$ cat config.mk
export PLATFORM = sky130hd
export DESIGN_NAME = ssram_arbiter
export DESIGN_NICKNAME = d
export VERILOG_FILES = /design/src/rtl/ssram_arbiter.sv
export SDC_FILE = /design/constraint.sdc
export NUM_CORES = 1
export LEC_CHECK = 0
export BUFFER_PORTS_ARGS = -buffer_cell sky130_fd_sc_hd__buf_2
export CORE_AREA = 4 4 97 99
export CTS_BUF_LIST = sky130_fd_sc_hd__clkbuf_8
export CTS_CLUSTER_SIZE = 20
export DETAILED_ROUTE_END_ITERATION = 8
export DIE_AREA = 0 0 101 103
export PLACE_DENSITY = 0.68
export SYNTH_ARGS = -nofsm -noshare
export SYNTH_HDL_FRONTEND = slang
export SYNTH_SLANG_ARGS = --single-unit
$ cat constraint.sdc
create_clock -name HCLK -period 3.8 [get_ports HCLK]
set_input_delay 0.38 -clock HCLK [delete_from_list [all_inputs] [get_ports HCLK]]
set_output_delay 0.38 -clock HCLK [all_outputs]
set_load 0.02 [all_outputs]
$ cat src/rtl/ssram_arbiter.sv
// ssram_arbiter: shares one single-port synchronous SRAM between two
// req/gnt requesters, with round-robin or fixed-priority arbitration and a
// bounded lock that lets one port hold the SRAM for back-to-back accesses.
module ssram_arbiter #(
    parameter int unsigned AW        = 12,
    parameter int unsigned PRIO_MODE = 0,
    parameter int unsigned MAX_LOCK  = 8
) (
    input  logic          HCLK,
    input  logic          HRESETn,
    input  logic          p0_req,
    input  logic          p0_lock,
    input  logic          p0_we,
    input  logic [AW-1:0] p0_addr,
    input  logic [3:0]    p0_wb,
    input  logic [31:0]   p0_wdata,
    output logic          p0_gnt,
    output logic          p0_rvalid,
    output logic [31:0]   p0_rdata,
    input  logic          p1_req,
    input  logic          p1_lock,
    input  logic          p1_we,
    input  logic [AW-1:0] p1_addr,
    input  logic [3:0]    p1_wb,
    input  logic [31:0]   p1_wdata,
    output logic          p1_gnt,
    output logic          p1_rvalid,
    output logic [31:0]   p1_rdata,
    output logic [AW-1:0] sram_addr,
    output logic          sram_en,
    output logic          sram_we,
    output logic [3:0]    sram_wb,
    output logic [31:0]   sram_din,
    input  logic [31:0]   sram_dout
);

    localparam int unsigned CW = 8;

    typedef enum logic {
        ST_UNLOCKED = 1'b0,
        ST_LOCKED   = 1'b1
    } lock_state_e;

    lock_state_e   state_q, state_d;
    logic          lock_own_q, lock_own_d;
    logic [CW-1:0] lock_cnt_q, lock_cnt_d;
    logic          last_owner_q, last_owner_d;
    logic          p0_rvalid_d, p1_rvalid_d;

    logic          any_gnt;
    logic          lock_hit;
    logic          win;
    logic          win_we;
    logic          win_lock;
    logic [CW:0]   cnt_inc;

    // Arbitration: lock owner first, then a lone requester, then the tie rule
    always_comb begin
        any_gnt  = p0_req | p1_req;
        lock_hit = (state_q == ST_LOCKED) && (lock_own_q ? p1_req : p0_req)
                   && (lock_cnt_q < CW'(MAX_LOCK));
        win      = 1'b0;
        if (lock_hit) begin
            win = lock_own_q;
        end else if (p0_req && p1_req) begin
            win = (PRIO_MODE == 0) ? ~last_owner_q : 1'b0;
        end else begin
            win = p1_req;
        end
        win_we   = win ? p1_we   : p0_we;
        win_lock = win ? p1_lock : p0_lock;
    end

    // SRAM command mux and combinational grants
    assign p0_gnt    = any_gnt & ~win;
    assign p1_gnt    = any_gnt & win;
    assign sram_en   = any_gnt;
    assign sram_we   = any_gnt & win_we;
    assign sram_wb   = (any_gnt && win_we) ? (win ? p1_wb : p0_wb) : 4'h0;
    assign sram_addr = win ? p1_addr : p0_addr;
    assign sram_din  = win ? p1_wdata : p0_wdata;

    // Read data is broadcast; only rvalid tells each port it is theirs
    assign p0_rdata  = sram_dout;
    assign p1_rdata  = sram_dout;

    assign cnt_inc   = {1'b0, lock_cnt_q} + (CW+1)'(1);

    // Next-state: lock FSM, round-robin pointer and read-return tracking
    always_comb begin
        state_d      = state_q;
        lock_own_d   = lock_own_q;
        lock_cnt_d   = lock_cnt_q;
        last_owner_d = last_owner_q;
        p0_rvalid_d  = 1'b0;
        p1_rvalid_d  = 1'b0;

        if (any_gnt) begin
            last_owner_d = win;
            p0_rvalid_d  = ~win_we & ~win;
            p1_rvalid_d  = ~win_we & win;
        end

        if ((state_q == ST_LOCKED) && any_gnt && (win == lock_own_q)) begin
            // Owner continues only while it keeps lock and is under the cap
            if (win_lock && (cnt_inc < (CW+1)'(MAX_LOCK))) begin
                lock_cnt_d = CW'(cnt_inc);
            end else begin
                state_d    = ST_UNLOCKED;
                lock_cnt_d = '0;
            end
        end else if (any_gnt && win_lock && (MAX_LOCK > 1)) begin
            state_d    = ST_LOCKED;
            lock_own_d = win;
            lock_cnt_d = CW'(1);
        end else begin
            state_d    = ST_UNLOCKED;
            lock_cnt_d = '0;
        end
    end

    // State register; reset drops any pending read return
    always_ff @(posedge HCLK or negedge HRESETn) begin
        if (!HRESETn) begin
            state_q      <= ST_UNLOCKED;
            lock_own_q   <= 1'b0;
            lock_cnt_q   <= '0;
            last_owner_q <= 1'b1;
            p0_rvalid    <= 1'b0;
            p1_rvalid    <= 1'b0;
        end else begin
            state_q      <= state_d;
            lock_own_q   <= lock_own_d;
            lock_cnt_q   <= lock_cnt_d;
            last_owner_q <= last_owner_d;
            p0_rvalid    <= p0_rvalid_d;
            p1_rvalid    <= p1_rvalid_d;
        end
    end

endmodule

==> impl_metrics.tcl <==
set metrics [dict create \
    io_pins 254 \
    fp.coreArea_mm2 0.00855 \
    routabilityCongestion 0.771 \
    crit_fanout 40 \
    synth_warnings 0 \
    slew-limit-headroom 0.661 \
    fin_crit_ps 2910 \
    cts.path.max_buffers 2 \
    period_share 0.766 \
    syn_to_final_growth_pct 24.4 \
    crit_path_start "lock_cnt_q[4]" \
    cp-end-kind "primary output" \
    drt_iter0_drc 46 \
    cp.arrival_ps 2530 \
    grt_overflow 0 \
    cp_cell_sequence "or3b_1, or3_4, nand3_4, buf_4, nand3_1, nand2_1, buf_2" \
    grt_max_degree 53 \
    cts_made_buffers 3 \
    crit_type "reg -> out" \
    rr_endpoint "p1_rvalid" \
    critPathMaxStageDelay_ps 430 \
    viasPerCell 4.21 \
    rsz0062_at_grt "false" \
    synth.avg_cell_area_um2 6.25 \
    synth-seq-cells 13 \
    setup_violations 0 \
    initial_utilization 0.208 \
    power_per_cell_area_mw_per_mm2 261 \
    slew_viol_final 0 \
    nNetsFinal 514 \
    crit_cells 7 \
    hp-class "in -> async" \
    drtPass1Iterations 4 \
    path_buf_inv 2 \
    clockRootBuffer "clkbuf_8" \
    dieHeight_um 103 \
    ant_nets 0 \
    clk_pin_slew_ps 50 \
    reg2reg_setup_slack_ps 1700 \
    h-tree-depth 1 \
    grt_pass1_wl_um 8870 \
    drive_above_1_share 0.449 \
    place_hpwl_um 5620 \
    leakage_nw 1.39 \
    startpoint_type "register" \
    cts_hold_buf 0 \
    antenna_found_initial 0 \
    drv_cap 0 \
    status "finished, final reports clean" \
    grt_util_met2 0.208 \
    grtUsageMet1 0.104 \
    clk_latency_ps 240 \
    synth_seq_area_share 0.183 \
    r2r-start "lock_cnt_q[4]" \
    yosysUniqueCellTypes 39 \
    fillers 995 \
    multi_input_area_um2 900 \
    wl_per_cell_um 13.5 \
    utilization 0.259 \
    cts_resized 0 \
    grt_pass1_vias 1875 \
    syn-cell-area_mm2 0.00178 \
    busiest_layer "met2" \
    diodes 0 \
    r2r_cells 5 \
    tightest_slew_ps 509 \
    crit_path_end "sram_wb[1]" \
    fmaxAchievable_mhz 343 \
    ir_drop_uv 114 \
    cp_slowest_cell "or3b_1" \
    dieArea_mm2 0.0104 \
    drc 0 \
    use_met3 0.0392 \
    final_hold_viol_count 0 \
    cp_top_family "simple AND/OR/NAND/NOR gates" \
    postCtsSetupRepairBufs 0 \
    cts_tree "built" \
    clkSinkCount 13 \
    row_count 34 \
    syn_inst 285 \
    totalWireLength_um 6540 \
    die_w_um 101 \
    required_ps 3420 \
    regArea_um2 327 \
    power_mw 0.579 \
    port-buffer-count 157 \
    finalSetupTns_ps 0 \
    via_count 2036 \
    skew_ps 2.37 \
    grt_usage 0.105 \
]
[Yosys cell counts]
master	count	share of area
nand2_1	141	0.30
buf_4	69	0.29
dfrtp_1	12	0.17
nand3_1	9	0.025
a21oi_1	4	0.011
buf_2	4	0.011
nor2_1	4	0.0084
inv_1	3	0.0063
nor3_1	3	0.0084
o2111ai_1	3	0.015
a31oi_1	2	0.0070
and2_1	2	0.0070
nand2b_1	2	0.0070
nor3b_1	2	0.0084
a21boi_2	1	0.0063
a21o_1	1	0.0042
a31o_2	1	0.0049
and3_1	1	0.0035
and4_1	1	0.0049
buf_6	1	0.0063
clkbuf_1	1	0.0021
conb_1	1	0.0021
dfstp_2	1	0.015
ha_1	1	0.0070
inv_4	1	0.0035
nand3_4	1	0.0098
nand3b_1	1	0.0042
nand4_1	1	0.0035
nor2b_1	1	0.0035
nor3_2	1	0.0056
o211ai_1	1	0.0042
o211ai_2	1	0.0070
o21ai_0	1	0.0028
o21bai_1	1	0.0042
o31ai_1	1	0.0042
or3_1	1	0.0035
or3_4	1	0.0063
or3b_1	1	0.0049
xnor2_1	1	0.0049
[registers in the layout, summed over array words and instances, names as in the netlist]
signal and count:
p1_rvalid 1, lock_own_q 1, last_owner_q 1, lock_cnt_q 8, state_q 1, p0_rvalid 1
[cell type report]
class                   instances  share of cell area
flip-flops and latches         13               0.147
inverters                       4             0.00790
multi-input cells             197               0.406
well taps                     108              0.0609
clock inverters                 1             0.00169
repair buffers                158               0.358
clock buffers                   3              0.0186
[how the worst min path moves through the flow]
stage / depth (start not counted) / from / endpoint
after floorplan: 0 / HRESETn / lock_cnt_q[0]
after global placement: 1 / HRESETn / lock_cnt_q[1]
after detailed placement: 1 / HRESETn / lock_cnt_q[2]
after CTS: 1 / HRESETn / p0_rvalid
after global routing: 1 / HRESETn / lock_cnt_q[2]
final: 1 / HRESETn / p0_rvalid
[cell usage in the layout, fill, tap and decap left out, types with 2 or more instances in the layout]
cell / n
nand2b_1: 2
clkbuf_8: 3
buf_2: 157
nor3_1: 3
nor2_1: 4
nor3b_1: 2
nand3_1: 9
nand2_1: 141
conb_1: 5
a21oi_1: 4
and2_1: 2
inv_1: 4
a31oi_1: 2
o2111ai_1: 3
dfrtp_1: 12
[stage by stage]
step	instance area, um2	worst slack, ps	hold slack, ps	std cells
4_1_cts	2220	869	23.9	484
2_1_floorplan	1800	1510	84.4	289
3_5_place_dp	2170	1130	282	480
6_report	2220	889	22.4	484
3_3_place_gp	2170	1210	270	480
5_1_grt	2220	727	36.1	484
[metal layers]
metal	wire length, um	vias up
met4	105	0
met2	3500	146
met5	0	-
met3	831	11
met1	2100	871
li1	-	1008
[cells by family (layout without fill, tap and decap cells)]
logic type      after synthesis  in the layout  synth area share
xor+xnor                      1              1           0.00492
other cells                   1              5           0.00210
simple gates                173            173             0.412
compound gates               17             17            0.0709
fa+ha+maj                     1              1           0.00702
buf+inv                      79            166             0.320
flops                        13             13             0.183
[power breakdown]
group	leakage, nW	total (mW)	switching, mW	internal (mW)
clock network	0.0269	0.115	0.0444	0.0710
logic	1.20	0.300	0.184	0.116
registers	0.160	0.164	0.0121	0.151
total	1.39	0.579	0.241	0.338
(Power assumes the default switching activity.)
